--- config.mk ---
export PLATFORM = sky130hd
export DESIGN_NAME = video_capture_decimator
export DESIGN_NICKNAME = d
export VERILOG_FILES = /design/src/rtl/video_capture_decimator.sv
export SDC_FILE = /design/constraint.sdc
export NUM_CORES = 1
export LEC_CHECK = 0
export ABC_AREA = 1
export ABC_CLOCK_PERIOD_IN_PS = 2700
export BUFFER_PORTS_ARGS = -buffer_cell sky130_fd_sc_hd__buf_4
export CORE_MARGIN = 8
export CORE_UTILIZATION = 50
export CTS_CLUSTER_DIAMETER = 40
export CTS_CLUSTER_SIZE = 12
export DETAILED_ROUTE_END_ITERATION = 12
export GPL_TIMING_DRIVEN = 0
export PLACE_DENSITY = 0.73
export SLEW_MARGIN = 20
export SYNTH_ARGS = -nofsm -noshare
export SYNTH_HDL_FRONTEND = slang
export SYNTH_SLANG_ARGS = --single-unit
--- constraint.sdc ---
create_clock -name i_clk_pixel -period 2.7 [get_ports i_clk_pixel]
set_clock_uncertainty 0.2 [all_clocks]
set_input_delay 0.675 -clock i_clk_pixel [delete_from_list [all_inputs] [get_ports i_clk_pixel]]
set_output_delay 0.675 -clock i_clk_pixel [all_outputs]
set_load 0.1 [all_outputs]
--- src/rtl/video_capture_decimator.sv ---
// ---------------------------------------------------------------------------
// video_capture_decimator
//
// Captures a 24-bit RGB video stream, decimates it 2:1 in both directions
// (odd lines dropped, horizontal pixel pairs averaged), converts each pair to
// RGB444 and writes it into the 12-bit frame BRAM. With the default sizes the
// result is the 512x384 image the frame reader scans out.
//
// Ports
//   i_clk_pixel    pixel clock, all logic on its rising edge
//   i_rstn         asynchronous active-low reset
//   i_capture_en   1 = capture continuously, 0 = stop after the current frame
//   i_video_vde    active-video qualifier
//   i_video_hsync  line sync (registered only)
//   i_video_vsync  frame sync, active level VSYNC_POL
//   i_video_data   pixel R[23:16] G[15:8] B[7:0]
//   o_bram_we      write strobe, one cycle per output pixel
//   o_bram_addr    write address 0 .. (H/2)*(V/2)-1
//   o_bram_data    RGB444 {R,G,B}
//   o_busy         high while armed or capturing
//   o_frame_done   one-cycle pulse for each complete, correctly sized frame
//   o_frame_cnt    completed-frame count, wraps
//   o_err_size     sticky size error, cleared while i_capture_en = 0
//   o_dbg_state    FSM state register (0 idle, 1 arm, 2 capture)
//   o_dbg_hsync    registered hsync
//
// Handshake: there is no back-pressure. o_bram_we is a one-cycle strobe and
// o_bram_addr/o_bram_data are valid only in a cycle where it is high; the
// BRAM write port must accept every strobe.
// ---------------------------------------------------------------------------
module video_capture_decimator #(
    parameter logic [15:0] IMAGE_SIZE_H = 16'd1024,
    parameter logic [15:0] IMAGE_SIZE_V = 16'd768,
    parameter logic        VSYNC_POL    = 1'b1
) (
    input  logic        i_clk_pixel,
    input  logic        i_rstn,
    input  logic        i_capture_en,
    input  logic        i_video_vde,
    input  logic        i_video_hsync,
    input  logic        i_video_vsync,
    input  logic [23:0] i_video_data,
    output logic        o_bram_we,
    output logic [17:0] o_bram_addr,
    output logic [11:0] o_bram_data,
    output logic        o_busy,
    output logic        o_frame_done,
    output logic [7:0]  o_frame_cnt,
    output logic        o_err_size,
    output logic [1:0]  o_dbg_state,
    output logic        o_dbg_hsync
);

    typedef enum logic [1:0] {
        ST_IDLE    = 2'd0,
        ST_ARM     = 2'd1,
        ST_CAPTURE = 2'd2
    } state_t;

    localparam logic [17:0] HALF_H  = {3'b000, IMAGE_SIZE_H[15:1]};
    localparam logic [10:0] CNT_MAX = 11'h7FF;

    state_t      state;

    // Stage 0: input registers
    logic        vde_r;
    logic        hs_r;
    logic        vs_r;
    logic [23:0] data_r;
    logic        vde_d;
    logic        vs_act_d;

    // Datapath state
    logic [10:0] pix_cnt;
    logic [10:0] line_cnt;
    logic [17:0] line_base;
    logic [23:0] even_r;

    // Combinational control
    logic        vs_act;
    logic        vs_lead;
    logic        vde_fall;
    logic        start;
    logic        in_cap;
    logic [10:0] cur_pix;
    logic [10:0] cur_line;
    logic [17:0] cur_base;
    logic        pix_over;
    logic        line_over;
    logic        pix_valid;
    logic        pair_write;
    logic        frame_end;
    logic        frame_ok;
    logic        size_err;
    logic [3:0]  r_avg;
    logic [3:0]  g_avg;
    logic [3:0]  b_avg;

    // vsync resets to its inactive level and the delayed "active" flag resets
    // high, so a sync already active at reset release is not taken as a new
    // frame start; the block waits for a real inactive->active transition.
    always_ff @(posedge i_clk_pixel or negedge i_rstn) begin
        if (!i_rstn) begin
            vde_r    <= 1'b0;
            hs_r     <= 1'b0;
            vs_r     <= ~VSYNC_POL;
            data_r   <= 24'd0;
            vde_d    <= 1'b0;
            vs_act_d <= 1'b1;
        end else begin
            vde_r    <= i_video_vde;
            hs_r     <= i_video_hsync;
            vs_r     <= i_video_vsync;
            data_r   <= i_video_data;
            vde_d    <= vde_r;
            vs_act_d <= vs_act;
        end
    end

    always_comb begin
        vs_act    = (vs_r == VSYNC_POL);
        vs_lead   = vs_act & ~vs_act_d;
        vde_fall  = vde_d & ~vde_r;
        frame_end = (state == ST_CAPTURE) & vs_lead;
        // A new frame starts on a sync edge from ARM, or from CAPTURE when
        // capture stays enabled.
        start     = vs_lead & i_capture_en &
                    ((state == ST_ARM) | (state == ST_CAPTURE));
        in_cap    = start | ((state == ST_CAPTURE) & ~vs_lead);
        // On a start cycle the counters are treated as already cleared, so a
        // pixel coinciding with the sync edge is pixel 0 of line 0.
        cur_pix   = start ? 11'd0 : pix_cnt;
        cur_line  = start ? 11'd0 : line_cnt;
        cur_base  = start ? 18'd0 : line_base;
        pix_over  = ({5'd0, cur_pix} >= IMAGE_SIZE_H);
        line_over = ({5'd0, cur_line} >= IMAGE_SIZE_V);
        pix_valid = in_cap & vde_r;
        pair_write = pix_valid & cur_pix[0] & ~cur_line[0] & ~pix_over & ~line_over;
        frame_ok  = frame_end & ({5'd0, line_cnt} == IMAGE_SIZE_V);
        size_err  = (pix_valid & (pix_over | line_over)) | (frame_end & ~frame_ok);
        // 9-bit channel sums; the top four bits are the truncated average.
        r_avg = 4'(({1'b0, even_r[23:16]} + {1'b0, data_r[23:16]}) >> 5);
        g_avg = 4'(({1'b0, even_r[15:8]}  + {1'b0, data_r[15:8]})  >> 5);
        b_avg = 4'(({1'b0, even_r[7:0]}   + {1'b0, data_r[7:0]})   >> 5);
    end

    // Control FSM with its registered status outputs.
    always_ff @(posedge i_clk_pixel or negedge i_rstn) begin
        if (!i_rstn) begin
            state        <= ST_IDLE;
            o_busy       <= 1'b0;
            o_frame_done <= 1'b0;
            o_frame_cnt  <= 8'd0;
            o_err_size   <= 1'b0;
        end else begin
            case (state)
                ST_IDLE: begin
                    if (i_capture_en) begin
                        state  <= ST_ARM;
                        o_busy <= 1'b1;
                    end else begin
                        o_busy <= 1'b0;
                    end
                end
                ST_ARM: begin
                    if (!i_capture_en) begin
                        state  <= ST_IDLE;
                        o_busy <= 1'b0;
                    end else begin
                        o_busy <= 1'b1;
                        if (vs_lead) begin
                            state <= ST_CAPTURE;
                        end
                    end
                end
                ST_CAPTURE: begin
                    // A frame in progress always runs to its closing sync.
                    if (vs_lead && !i_capture_en) begin
                        state  <= ST_IDLE;
                        o_busy <= 1'b0;
                    end else begin
                        o_busy <= 1'b1;
                    end
                end
                default: begin
                    state  <= ST_IDLE;
                    o_busy <= 1'b0;
                end
            endcase
            o_frame_done <= frame_ok;
            if (frame_ok) begin
                o_frame_cnt <= o_frame_cnt + 8'd1;
            end
            o_err_size <= i_capture_en ? (o_err_size | size_err) : 1'b0;
        end
    end

    // Counters, pair latch and BRAM write port.
    always_ff @(posedge i_clk_pixel or negedge i_rstn) begin
        if (!i_rstn) begin
            pix_cnt     <= 11'd0;
            line_cnt    <= 11'd0;
            line_base   <= 18'd0;
            even_r      <= 24'd0;
            o_bram_we   <= 1'b0;
            o_bram_addr <= 18'd0;
            o_bram_data <= 12'd0;
        end else begin
            if (start) begin
                pix_cnt   <= vde_r ? 11'd1 : 11'd0;
                line_cnt  <= 11'd0;
                line_base <= 18'd0;
            end else if (state == ST_CAPTURE) begin
                if (vde_r) begin
                    if (pix_cnt != CNT_MAX) begin
                        pix_cnt <= pix_cnt + 11'd1;
                    end
                end else if (vde_fall) begin
                    pix_cnt <= 11'd0;
                    if (line_cnt != CNT_MAX) begin
                        line_cnt <= line_cnt + 11'd1;
                    end
                    // The base advances by a full output line regardless of
                    // how many pixels this line had.
                    if (!line_cnt[0]) begin
                        line_base <= line_base + HALF_H;
                    end
                end
            end

            if (pix_valid && !cur_pix[0]) begin
                even_r <= data_r;
            end

            o_bram_we <= pair_write;
            if (pair_write) begin
                o_bram_addr <= cur_base + {8'd0, cur_pix[10:1]};
                o_bram_data <= {r_avg, g_avg, b_avg};
            end
        end
    end

    assign o_dbg_state = state;
    assign o_dbg_hsync = hs_r;

endmodule

# Word-level counts from Yosys, hierarchy flattened
# Cells that the tools add are included.
# word_totals
regBits	137
output_inout_bits	45
# classes
n_addsub	8
magnitude_cmp	2
eq_ne	11
muxes	28
bitwise	26
n_reduce_logical	14
# op_table
cell	count
11-bit 2-to-1 mux	12
18-bit 2-to-1 mux	6
8-bit by 8-bit adder with 9-bit output	3
11-bit by 1-bit adder with 11-bit output (second input constant)	2
11-bit inequality test (second input constant)	2
18-bit by 10-bit adder with 18-bit output	1
18-bit by 10-bit adder with 18-bit output (second input constant)	1
1-bit bitwise AND	14
11-bit by 10-bit == test with 1-bit output (second input constant)	1
11-bit by 10-bit greater-or-equal comparator with 1-bit output (second input constant)	1
11-bit greater-or-equal comparator (second input constant)	1
8-bit by 1-bit adder with 8-bit output (second input constant)	1
2-bit 2-to-1 mux	4
4-bit AND reduction	2
1-bit inverter	7
2-bit by 1-bit inequality test with 1-bit output (second input constant)	3
2-bit one-hot mux with 3 select lines	1
3-bit AND reduction	2
2-bit nonzero test	3
1-bit bitwise OR	5
1-bit 2-to-1 mux	4
3-bit by 1-bit inequality test with 1-bit output (second input constant)	1
3-bit inequality test (second input constant)	1
3-bit nonzero test	1
8 further kinds	10

# Logic depth before layout (Yosys ltp)
# depth
ltp_word	11
mapped_depth	19
ltp_nobuf	17

# Worst setup path after synthesis
# No wires, ideal clock.
# synth_path
path_kind	reg2reg
start	register state[0], in the netlist o_dbg_state[0]
end	register o_bram_addr[13]
arrival_ns	2.928
required_ns	2.380
setup_slack_ns	-0.548
stages_incl_launch_ff	15
cell_sequence	dfrtp_1 inv_1 ha_1 nand2_2 nor2_8 buf_4 clkbuf_1 nor2_1 ha_1 nand4_1 inv_1 a21oi_1 nand3_1 nand3_1 nand2_1
# synth_between
elab_chain_len	9
word_cells_on_any_way	20
cone_classes	1 x add/sub; 2 x order compare; 2 x eq/ne; 3 x mux; 12 x bitwise
# synth_rtl
element	line	rtl
start: declaration	63	state_t state;
start signal: assignment	150	state <= ST_IDLE;
start signal: assignment	159	state <= ST_ARM;
start signal: assignment	167	state <= ST_IDLE;
parallel branches: the longest is 9 deep, another holds 11-bit greater-or-equal comparator	-	
end signal: assignment	237	o_bram_addr <= cur_base + {8'd0, cur_pix[10:1]};
end: declaration	44	output logic [17:0] o_bram_addr,
# Several ways; the timed one is not identified.
# A chain may end at the register's enable or synchronous reset.

# Final worst setup path
# layout_path
start	register state[0], in the netlist o_dbg_state[0]
end	register o_bram_addr[17]
# Same word-level chain as after synthesis.

==> impl_metrics.json <==
{
  "status": "finished, final reports clean",
  "max_slew_margin": 0.6397,
  "remaining_drc_errors": 0,
  "cp-start-kind": "register",
  "drive_gt1_frac": 0.1982,
  "grt_max_degree": 96,
  "clk_path_buf_depth": 2,
  "min_from": "i_video_vsync",
  "start_util": 0.5083,
  "gr-total-overflow": 0,
  "wire_per_inst_um": 14.12,
  "cts_root_buffer": "clkbuf_16",
  "critPathSlowestCell": "dfrtp_4",
  "yosysUniqueCellTypes": 41,
  "fmax_ghz": 0.3995,
  "syn_to_final_growth_pct": 22.09,
  "insertion_delay_ps": 420,
  "hold_path.class": "in -> reg",
  "dp.final_hpwl_um": 10520,
  "power.leakage_nw": 4.155,
  "end_kind": "register",
  "coreArea_sq_um": 13190,
  "reg2reg_to": "o_bram_addr[17]$_DFFE_PN0P_",
  "peakVddDrop_v": 0.0008568,
  "yosys_warnings": 0,
  "dp_slack_ps": -55.95,
  "synth_seq_cells": 128,
  "wirelength_um": 14740,
  "die_area_sq_um": 17370,
  "first_iter_violations": 368,
  "viasPerCell": 5.090,
  "grt_use_met2": 0.2864,
  "fin_crit_sh": 0.9270,
  "grtUsageTotal": 0.1805,
  "path_depth": 14,
  "firstDrtPassIters": 4,
  "drv_cap": 0,
  "final_common_cell": "nand2_1",
  "grt_busiest_layer": "met2",
  "htree_num_levels": 4,
  "cts_tree": "built",
  "setup_viol": 0,
  "seq_area_frac_synth": 0.4779,
  "antenna_found_initial": 0,
  "cts_buffers": 17,
  "first_global_vias": 5492,
  "maxSlewViolCount": 0,
  "async_flop_share": 1.000,
  "power_mw": 8.653,
  "rsz0062_at_grt": "no",
  "crit_buf_inv": 3,
  "ioPinCount": 75,
  "rr_worst_depth": 14,
  "rows": 42,
  "antenna_left": 0,
  "netlist_area_sq_um": 6705,
  "clk_pin_slew_ps": 60,
  "layout_setup_ws_ps": 197.1,
  "syn_inst": 753,
  "worstPathArrival_ps": 2610,
  "fp.dieH_um": 131.8,
  "cp_max_fo": 10,
  "reg2reg_slack_ps": 200,
  "power_density_nw_per_um2": 1057,
  "port_buffers": 74,
  "worstPathCellList": "inv_1 -> ha_1 -> nand2_2 -> nor2_8 -> buf_8 -> buf_6 -> nor2_1 -> ha_1 -> nand4_1 -> nor2_1 -> o21bai_1 -> nand2_1 -> nand3_1 -> nand2_1",
  "slowest_delay_ps": 490,
  "synth.avg_cell_area_sq_um": 8.905,
  "crit_required_ps": 2800,
  "die-width_um": 131.8,
  "critical_path_class": "reg -> reg",
  "hold_path_depth": 1,
  "reg2reg_from": "o_dbg_state[0]$_DFFE_PN0P_",
  "path_delay_family": "simple AND/OR/NAND/NOR gates",
  "met1_usage": 0.2284,
  "grt_pass1_wl_um": 25720,
  "ys.flop_type": "dfrtp_1",
  "synth_top_area_share": 0.4740,
  "worstMarginPinSlew_ps": 535.5,
  "min_to": "vs_act$_DFF_PN0_",
  "final_cell_mix": "nand2_1 (175), dfrtp_1 (125), buf_4 (81)",
  "synth_edf_count": 0,
  "detailroute.via_count": 5314,
  "gp_congestion": 0.8841,
  "fin_nets": 919,
  "synth_area_leaders": "dfrtp_1 (47%), nand2_1 (9.8%), ha_1 (6.3%)",
  "diodes": 0,
  "min_period_ps": 2503,
  "hold_violations": 0,
  "synth_top_cell_by_area": "dfrtp_1",
  "grtUsageMet3": 0.05640,
  "clkSinkCount": 128
}
## cells in the mapped netlist, types with 5 or more instances
library cell  number
nor3_1            15
nand4_1           18
xor2_1            18
a31oi_1            6
nand2_1          175
o31ai_1            9
inv_2              5
buf_2              5
ha_1              34
mux2_4            20
a21oi_1           22
dfrtp_1          127
o21ai_0           29
nor2_1            71
inv_1             74
nand3_1           61
o21ai_1           10
xnor2_1            5
## area by class of cell
class / instances / area, sq um
Sequential cell: 128 / 3212
Fill cell: 1102 / 5004
Timing Repair Buffer: 81 / 638.1
Clock buffer: 21 / 450.4
Inverter: 81 / 311.5
Multi-Input combinational cell: 529 / 3085
Clock inverter: 11 / 138.9
Buffer: 17 / 130.1
Tap cell: 176 / 220.2
## state kept, by name (all words and copies together) (netlist names)
signal	flops
o_frame_cnt	8
o_busy	1
o_dbg_state	2
vs_act_d	1
vs_act	1
o_bram_data	12
data_r	24
line_base	9
vde_d	1
line_cnt	11
o_err_size	1
o_bram_we	1
o_frame_done	1
vde_r	1
o_bram_addr	18
pix_cnt	11
even_r	24
o_dbg_hsync	1
## what timing repair did
action,in CTS,in global routing
hold endpoints to repair,33,0
resized for setup,1,4
hold buffers,1,0
buffers inserted,0,5
endpoints found under the setup margin,1,7
pin swaps,1,1
## worst max path at each step
| stage | from | to | slack [ps] |
|---|---|---|---|
| after global routing | o_dbg_state[0]$_DFFE_PN0P_ | o_bram_addr[17]$_DFFE_PN0P_ | 30 |
| after detailed placement | i_capture_en | o_bram_addr[13]$_DFFE_PN0P_ | -60 |
| after CTS | o_dbg_state[0]$_DFFE_PN0P_ | o_bram_addr[13]$_DFFE_PN0P_ | 4 |
| final | o_dbg_state[0]$_DFFE_PN0P_ | o_bram_addr[17]$_DFFE_PN0P_ | 200 |
| after floorplan | o_dbg_state[0]$_DFFE_PN0P_ | o_bram_addr[13]$_DFFE_PN0P_ | 3 |
| after global placement | i_capture_en | o_bram_addr[13]$_DFFE_PN0P_ | -60 |
## layer usage
metal / vias up / wire, um
li1: 2680 / -
met1: 2484 / 6804
met2: 125 / 6961
met3: 25 / 739
met4: 0 / 235
met5: - / 0
## metrics by stage
step / area, sq um / setup TNS, ps / util / hold slack, ps / instances
floorplan: 6724 / 0 / - / 179.4 / 755
global placement: 7500 / -55.80 / 0.5686 / 205.4 / 1005
detailed placement: 7535 / -55.95 / 0.5712 / 205.8 / 1006
CTS: 8138 / 0 / 0.6170 / 144.0 / 1039
global route: 8187 / 0 / 0.6207 / 138.2 / 1044
finish: 8187 / 0 / 0.6207 / 164.0 / 1044
## worst reg2reg max path, delay by kind of cell (launching register included)
kind	cells	cell delay (ps)
AO/OA/AOI/OAI	1	130
AND/OR/NAND/NOR	8	760
flip-flops	1	490
buffers and inverters	3	350
adder cells (fa/ha/maj)	2	460
## cell families (layout without fill, tap and decap cells)
| logic type | after synthesis | after routing | share of synthesized area |
|---|---|---|---|
| buffers and inverters | 98 | 211 | 0.06363 |
| adders and majority gates | 34 | 34 | 0.06344 |
| AOI/OAI and AO/OA | 88 | 88 | 0.07707 |
| xor gates and xnor gates | 23 | 23 | 0.03004 |
| DFF | 128 | 128 | 0.4779 |
| muxes | 24 | 24 | 0.05150 |
| other | 1 | 3 | 0.0005593 |
| and+or+nand+nor | 357 | 357 | 0.2359 |
## power by group
part	switching, mW	internal (mW)
combinational	2.43	1.15
clock	0.805	1.47
sequential	0.371	2.43
total	3.61	5.04
Power figures use the tool's default switching activity.
